[config.mk]
export PLATFORM = sky130hd
export DESIGN_NAME = deframe
export DESIGN_NICKNAME = d
export VERILOG_FILES = /design/src/rtl/deframe.sv
export SDC_FILE = /design/constraint.sdc
export NUM_CORES = 1
export LEC_CHECK = 0
export ABC_AREA = 1
export ABC_CLOCK_PERIOD_IN_PS = 3300
export CAP_MARGIN = 20
export CORE_ASPECT_RATIO = 2
export CORE_UTILIZATION = 45
export DETAILED_ROUTE_END_ITERATION = 16
export GPL_ROUTABILITY_DRIVEN = 0
export PLACE_DENSITY = 0.66
export SYNTH_ARGS = -nofsm -noshare
export SYNTH_HDL_FRONTEND = slang
export SYNTH_SLANG_ARGS = --single-unit
[constraint.sdc]
create_clock -name baud_clk -period 3.3 [get_ports baud_clk]
set_input_delay 0.33 -clock baud_clk [delete_from_list [all_inputs] [get_ports baud_clk]]
set_output_delay 0.33 -clock baud_clk [all_outputs]
set_load 0.005 [all_outputs]
[src/rtl/deframe.sv]
// Frame checker + FWFT output buffer for a UART-style SIPO receiver.
// Optional parity checking is enabled by defining DEFRAME_PARITY_CHECK_EN.
module deframe #(
  parameter int FIFO_DEPTH = 4,
  parameter int PARITY_ODD = 0
) (
  input  logic                          baud_clk,
  input  logic                          reset_n,
  input  logic                          recieved_flag,
  input  logic [10:0]                   data_parll,
  output logic [7:0]                    rx_data,
  output logic                          rx_parity_err,
  output logic                          rx_frame_err,
  output logic                          rx_valid,
  input  logic                          rx_ready,
  output logic                          overrun_err,
  output logic [$clog2(FIFO_DEPTH):0]   fifo_count
);

  localparam int AW = $clog2(FIFO_DEPTH);
  localparam int CW = AW + 1;

  typedef enum logic [1:0] {IDLE, CHECK, WRITE, WAIT_LOW} state_e;

  state_e         state_q, state_d;
  logic           flag_q;
  logic [10:0]    frame_q, frame_d;
  logic           parityErr_q, parityErr_d;
  logic           frameErr_q, frameErr_d;
  logic           overrun_q, overrun_d;
  logic [AW-1:0]  wrPtr_q, rdPtr_q;
  logic [CW-1:0]  count_q;
  logic [9:0]     mem_q [FIFO_DEPTH];
  logic [9:0]     headEntry;
  logic           flagRise, full, push, pop, parityCalc;

  assign flagRise = recieved_flag && !flag_q;
  assign full     = (count_q == CW'(FIFO_DEPTH));
  assign rx_valid = (count_q != '0);
  assign pop      = rx_valid && rx_ready;

`ifdef DEFRAME_PARITY_CHECK_EN
  assign parityCalc = (^frame_q[9:1]) != 1'(PARITY_ODD);
`else
  logic unused_parity;
  assign unused_parity = frame_q[9] ^ 1'(PARITY_ODD);
  assign parityCalc    = 1'b0;
`endif

  always_comb begin
    state_d     = state_q;
    frame_d     = frame_q;
    parityErr_d = parityErr_q;
    frameErr_d  = frameErr_q;
    overrun_d   = 1'b0;
    push        = 1'b0;
    case (state_q)
      IDLE: begin
        if (flagRise) begin
          frame_d = data_parll;
          state_d = CHECK;
        end
      end
      CHECK: begin
        frameErr_d  = (frame_q[0] != 1'b0) || (frame_q[10] != 1'b1);
        parityErr_d = parityCalc;
        state_d     = WRITE;
      end
      WRITE: begin
        // A simultaneous pop frees the slot, so a full buffer still accepts.
        if (!full || pop) push = 1'b1;
        else              overrun_d = 1'b1;
        state_d = WAIT_LOW;
      end
      WAIT_LOW: begin
        if (!recieved_flag) state_d = IDLE;
      end
      default: state_d = IDLE;
    endcase
  end

  always_ff @(posedge baud_clk or negedge reset_n) begin
    if (!reset_n) begin
      state_q     <= IDLE;
      flag_q      <= 1'b1;
      frame_q     <= 11'h7FF;
      parityErr_q <= 1'b0;
      frameErr_q  <= 1'b0;
      overrun_q   <= 1'b0;
      wrPtr_q     <= '0;
      rdPtr_q     <= '0;
      count_q     <= '0;
    end else begin
      state_q     <= state_d;
      flag_q      <= recieved_flag;
      frame_q     <= frame_d;
      parityErr_q <= parityErr_d;
      frameErr_q  <= frameErr_d;
      overrun_q   <= overrun_d;
      if (push) wrPtr_q <= wrPtr_q + AW'(1);
      if (pop)  rdPtr_q <= rdPtr_q + AW'(1);
      if (push && !pop)      count_q <= count_q + CW'(1);
      else if (pop && !push) count_q <= count_q - CW'(1);
    end
  end

  always_ff @(posedge baud_clk) begin
    if (push) mem_q[wrPtr_q] <= {frame_q[8:1], parityErr_q, frameErr_q};
  end

  // Storage is not reset, so the head is masked until an entry exists.
  assign headEntry     = rx_valid ? mem_q[rdPtr_q] : '0;
  assign rx_data       = headEntry[9:2];
  assign rx_parity_err = headEntry[1];
  assign rx_frame_err  = headEntry[0];
  assign overrun_err   = overrun_q;
  assign fifo_count    = count_q;

endmodule

==> summary.txt, run 1 <==
Outcome
  • Status: finished, final reports clean

Synthesis
  • Synth Area in Compound Gates: 0.0416
  • Syn Nets: 297
  • Syn Std Cell Area: 2640 um2
  • Synth area leader: edfxtp_1
  • Xor/xnor share of the synthesized area: 0.00663
  • Top cells by count, synth: 67 x nand2_1, 62 x inv_1, 36 x edfxtp_1
  • Simple-gate share of the synthesized area: 0.164
  • Synth unique cells: 21
  • FF+latch count, synth: 58
  • Commonest register cell after synthesis: edfxtp_1
  • Most numerous cell in the Yosys netlist: nand2_1
  • Multiplexer share of the synthesized area: 0
  • Asr flop ratio synth: 0.379
  • Adder-Cell Fraction of Synth Area: 0.0549
  • Number of synthesized flops with an enable pin: 36
  • Largest family of logic cells by synthesized area: simple AND/OR/NAND/NOR gates
  • Syn Inst Count: 271
  • Top-area cell type share of the netlist area: 0.409
  • Synth warnings: 0
  • Sequential element share of the synthesized area: 0.622
  • Synth area leaders: edfxtp_1 41%, dfstp_2 11%, dfrtp_1 10%, nand2_1 9.5%, inv_1 8.8%
  • Syn avg cell area: 9.76 um2

Drt
  • DRT iter0 DRCs: 79
  • DR WL/cell: 12.5 um
  • DRT Pass-1 Iters: 4
  • Routed Antenna Nets: 0
  • DRT Wirelength: 4680 um
  • Drc violations: 0
  • Via/cell ratio: 4.79
  • Via count: 1786

Placement
  • # port buffers: 27
  • Dpl ws: 0.853 ns
  • Cells after DPL: 356
  • DP HPWL: 3020 um

Pwr
  • Sequential share of power: 0.392
  • P_leak: 1.55 nW
  • Clock power share: 0.294
  • Peak supply drop: 566 uV
  • Sw Ratio: 0.316
  • PD cells: 1000 nW/um2
  • Int Power: 2.27 mW
  • Combinational share of power: 0.314
  • P_sw: 1.05 mW

Worst hold path
  • Hold Crit Class: input port to asynchronous set/reset pin

Clock tree
  • CTS tree: built
  • Htree depth: 3
  • CTS root buf: clkbuf_16
  • Reg clk slew, reported paths: 0.05 ns
  • Clock Sinks: 58
  • Cts repair resizes: 0
  • Inserted Clock Buffers: 9
  • Clock buffer depth: 2
  • Setup bufs post-CTS: 0
  • Cts hold-fix bufs: 0
  • Clock latency on the worst-skew pair: 0.33 ns

Critical path
  • Data arrival, critical path: 2.45 ns
  • Critical Path Source Type: register
  • Crit Path Max Fanout: 21
  • Critical path's top delay family: buffers and inverters
  • Setup crit end kind: output pin
  • Worst path slowest cell: dfrtp_1
  • CP max stage delay: 0.82 ns
  • Kind of critical path: register to output pin
  • WP buf/inv: 2
  • Crit-path cells: inv_2 -> nand2_1 -> nand3_1 -> a21oi_1 -> clkdlybuf4s50_1
  • Critical Path RT: 2.97 ns

STA
  • Fmax: 0.359 GHz
  • Final Hold Fails: 0
  • Final period util: 0.843
  • Slew Limit Headroom: 0.502
  • Final WS setup: 0.518 ns
  • Total negative slack: 0 ns
  • Final Skew: 0.00739 ns
  • Worst-margin pin slew: 0.747 ns
  • RSZ-0062 raised after global routing: false
  • Tmin final: 2.78 ns
  • Hold_ws: 0.285 ns
  • Final setup fails: 0
  • Max-slew violation count: 0

Cells and area
  • Ant diodes: 0
  • Proportion of layout cells with a drive suffix above 1: 0.0994
  • Post-Layout Cell Count: 373
  • NumNets Final: 333
  • Fillers: 495
  • Post-Route Utilization: 0.581
  • Area delta synth->final: 25.5%

GRT
  • Vias in the first global route: 1734
  • Overflow left after global routing: 0
  • Overall Global Routing Usage: 0.173
  • First-pass GRT wire length: 7870 um
  • Largest net degree at the start of global routing: 23
  • Initial antenna violation count: 0

Floorplanning
  • Initial Util: 0.463
  • Die ar.: 6200 um2
  • Die X: 56.2 um
  • Row count: 39
  • # IOs: 30
  • Core area: 5710 um2
  • Chip Height: 110 um

Flow run
  • MaxCap Viol Count: 0
[final cells by class]
type / instances / area (um2) / area share
Sequential cell: 58 / 1650 / 0.496
Inverter: 65 / 244 / 0.0736
Multi-Input combinational cell: 141 / 709 / 0.214
Clock inverter: 3 / 63.8 / 0.0192
Tap cell: 61 / 76.3 / 0.0230
Clock buffer: 13 / 250 / 0.0754
Timing Repair Buffer: 32 / 328 / 0.0988
[sequential cells by signal, indices dropped and copies added, names as in the netlist]
signal and flops:
wrPtr_q 2, overrun_err 1, state_q 2, frameErr_q 1
flag_q 1, frame_q 10, rdPtr_q 2, fifo_count 3
mem_q 36
[layout by cell type (no fill, tap or decap)]
cell and n:
nand2_1 67, clkbuf_8 1, conb_1 1, fa_1 1, a21oi_1 11, clkbuf_1 3
dfrtp_1 11, clkdlybuf4s50_1 27, xnor2_1 2, nand4_1 1, bufinv_16 2, ha_1 10
clkbuf_16 9, nor2_1 10, dfstp_2 11, clkinv_1 3, nand2_2 2, buf_4 4
nand3_1 25, buf_16 1, edfxtp_1 36, o21ai_0 11, inv_2 1, inv_1 62
[stage by stage]
step | power (mW) | area [um2]
6_report | 3.32 | 3320
5_1_grt | 3.54 | 3320
4_1_cts | 3.34 | 3290
3_5_place_dp | 2.35 | 2980
3_3_place_gp | 2.31 | 2980
2_1_floorplan | 1.90 | 2640
[worst paths after layout]
kind                        startpoint             to  slack [ns]  depth (start not counted)
setup / recovery            rdPtr_q[0]   rx_frame_err        0.52                          5
hold / removal                 reset_n  fifo_count[2]        0.29                          1
setup reg to reg            state_q[0]  fifo_count[2]        1.24                         11
hold reg to reg            frame_q[10]    frame_q[10]        0.48                          2
max in group asynchronous      reset_n     frame_q[5]        2.52                          2
min in group baud_clk      frame_q[10]    frame_q[10]        0.48                          2
[routing by layer]
metal | up-vias | share of wire | track usage
li1 | 910 | - | -
met1 | 811 | 0.39 | 0.187
met2 | 51 | 0.53 | 0.292
met3 | 14 | 0.046 | 0.0468
met4 | 0 | 0.037 | 0.107
met5 | - | 0 | 0
[power by group through the flow]
stage	clock network, mW	logic [mW]	registers [mW]
finish	0.977	1.04	1.30
global route	1.01	1.19	1.33
CTS	0.980	1.05	1.30
detailed placement	0	1.04	1.31
global placement	0	1.01	1.30
floorplan	0	0.685	1.22
[logic make-up (layout without fill, tap and decap cells)]
family,Yosys count,after routing
adders and majority gates,11,11
xor gates and xnor gates,2,2
other,1,1
and+or+nand+nor,105,105
buffers and inverters,72,113
AOI/OAI and AO/OA,22,22
DFF,58,58
No activity file was read; power rests on OpenSTA's default activity.
==> run 2: changes to the inputs <==
--- a/config.mk
+++ b/config.mk
@@ -6,13 +6,13 @@
 export NUM_CORES = 1
 export LEC_CHECK = 0
 export ABC_AREA = 1
-export ABC_CLOCK_PERIOD_IN_PS = 3300
+export ABC_CLOCK_PERIOD_IN_PS = 2400
 export CAP_MARGIN = 20
 export CORE_ASPECT_RATIO = 2
 export CORE_UTILIZATION = 45
 export DETAILED_ROUTE_END_ITERATION = 16
 export GPL_ROUTABILITY_DRIVEN = 0
-export PLACE_DENSITY = 0.66
+export PLACE_DENSITY = 0.69
 export SYNTH_ARGS = -nofsm -noshare
 export SYNTH_HDL_FRONTEND = slang
 export SYNTH_SLANG_ARGS = --single-unit
==> constraint.sdc (replaced) <==
create_clock -name baud_clk -period 2.4 [get_ports baud_clk]
set_input_delay 0.24 -clock baud_clk [delete_from_list [all_inputs] [get_ports baud_clk]]
set_output_delay 0.24 -clock baud_clk [all_outputs]
set_load 0.005 [all_outputs]
==> run 2 against run 1 <==
Compared with the run above: die area is the same; combinational power grew 48%; count of clock-buffer cells in the layout grew 1; flip-flop and latch count is the same; core utilization shrank 0.53 points; register-to-register slack lost 0.87 ns; power grew 33%.
==> summary.txt, run 2 (same netlist as run 1, synthesis figures left out) <==
Outcome
  • Status: finished, final reports clean

Critical path
  • Kind of critical path: register to output pin
  • Crit Path Max Fanout: 9
  • Crit-path cells: nor2_1 -> nand2_2 -> clkinvlp_4 -> a21oi_1 -> clkdlybuf4s50_1
  • Critical path startpoint: fifo_count[0]
  • Worst path slowest cell: clkdlybuf4s50_1
  • Critical Path Source Type: register
  • Data arrival, critical path: 1.96 ns
  • Setup crit end kind: output pin
  • Critical Path RT: 2.16 ns
  • Critical path's top delay family: buffers and inverters
  • WP buf/inv: 2
  • FF-to-FF Start: state_q[0]
  • CP max stage delay: 0.53 ns

STA
  • Tmin final: 2.20 ns
  • Final Skew: 0.00665 ns
  • Final WS setup: 0.202 ns
  • Final period util: 0.916
  • Final setup fails: 0
  • Worst-margin pin slew: 0.638 ns
  • Max-slew violation count: 0
  • Fmax: 0.455 GHz
  • Total negative slack: 0 ns
  • Hold_ws: 0.278 ns
  • Slew Limit Headroom: 0.573
  • RSZ-0062 raised after global routing: false
  • Final Hold Fails: 0

Cells and area
  • Post-Route Utilization: 0.576
  • Most frequent cells in the layout: 67 x nand2_1, 62 x inv_1, 36 x edfxtp_1, 27 x clkdlybuf4s50_1, 25 x nand3_1
  • Area delta synth->final: 24.3%
  • Post-Layout Cell Count: 375
  • Top reg by flops: mem_q
  • NumNets Final: 335
  • Sequential cell area: 1650 um2
  • Fin area: 3290 um2
  • Fillers: 478
  • Proportion of layout cells with a drive suffix above 1: 0.111
  • Ant diodes: 0
  • Most common cell after layout, fill and taps aside: nand2_1
  • Largest register FFs: 36
  • Area occupied by multi-input gates: 709 um2

GRT
  • Overflow left after global routing: 0
  • Largest net degree at the start of global routing: 23
  • Vias in the first global route: 1841
  • Initial antenna violation count: 0
  • Overall Global Routing Usage: 0.168
  • First-pass GRT wire length: 7760 um

Clock tree
  • Clock buffer depth: 2
  • Clock Sinks: 58
  • CTS root buf: clkbuf_16
  • CTS tree: built
  • Htree depth: 3
  • Reg clk slew, reported paths: 0.05 ns
  • Cts hold-fix bufs: 0
  • Inserted Clock Buffers: 9
  • Clock latency on the worst-skew pair: 0.31 ns

Drt
  • DRT iter0 DRCs: 45
  • DRT Wirelength: 4580 um
  • Via count: 1816
  • DRT Pass-1 Iters: 4
  • DR WL/cell: 12.2 um
  • Routed Antenna Nets: 0
  • Via/cell ratio: 4.84
  • Drc violations: 0

Placement
  • DP Area: 3000 um2
  • Cells after DPL: 359
  • # port buffers: 27
  • Dpl ws: 0.242 ns
  • DP HPWL: 3070 um

Worst hold path
  • Hold Crit Class: input port to asynchronous set/reset pin

Pwr
  • Design Power: 4.41 mW
  • Peak supply drop: 820 uV
  • P_leak: 1.54 nW
  • PD cells: 1340 nW/um2

Floorplanning
  • Initial Util: 0.463
  • # IOs: 30
  • Chip Height: 110 um
  • Die ar.: 6200 um2
  • Die X: 56.2 um
  • Core area: 5710 um2
  • Row count: 39

Flow run
  • MaxCap Viol Count: 0
==> run 2: changes by cell type in the layout (fill, tap and decap cells not counted), sizes merged <==
cell,delta
buf,+2
bufinv,-2
clkbuf,+1
clkinvlp,+1
==> run 2: repair_timing <==
| action | 4_1_cts | 5_1_grt |
|---|---|---|
| buffers inserted | 0 | 0 |
| setup endpoints to repair | 0 | 2 |
| gates resized for setup | 0 | 1 |
==> run 2: area by class of cell <==
| type | count | share of cell area |
|---|---|---|
| Clock buffer | 14 | 0.0837 |
| Clock inverter | 2 | 0.00305 |
| Inverter | 65 | 0.0754 |
| Multi-Input combinational cell | 141 | 0.216 |
| Sequential cell | 58 | 0.501 |
| Tap cell | 61 | 0.0232 |
| Timing Repair Buffer | 34 | 0.0982 |
==> run 2: path summary, 6_finish.rpt <==
check | depth (start not counted) | slack [ns] | to
max | 5 | 0.20 | rx_frame_err
min | 2 | 0.28 | state_q[1]
max reg2reg | 11 | 0.37 | fifo_count[2]
min reg2reg | 2 | 0.49 | frame_q[10]
max in group asynchronous | 2 | 1.83 | frame_q[3]
min in group baud_clk | 1 | 0.43 | flag_q
==> run 2: report_power, final <==
| part | switching, mW | internal (mW) | total (mW) |
|---|---|---|---|
| Combinational | 0.842 | 0.697 | 1.54 |
| Clock | 0.387 | 0.784 | 1.17 |
| Sequential | 0.191 | 1.51 | 1.70 |
| Total | 1.42 | 2.99 | 4.41 |
==> run 2: routing by layer <==
metal / vias to the layer above / share of wire / global-route usage / routed length [um]
met2: 42 / 0.55 / 0.298 / 2510
met4: 0 / 0.040 / 0.141 / 182
met5: - / 0 / 0 / 0
li1: 913 / - / - / -
met1: 845 / 0.39 / 0.156 / 1760
met3: 16 / 0.026 / 0.0328 / 120
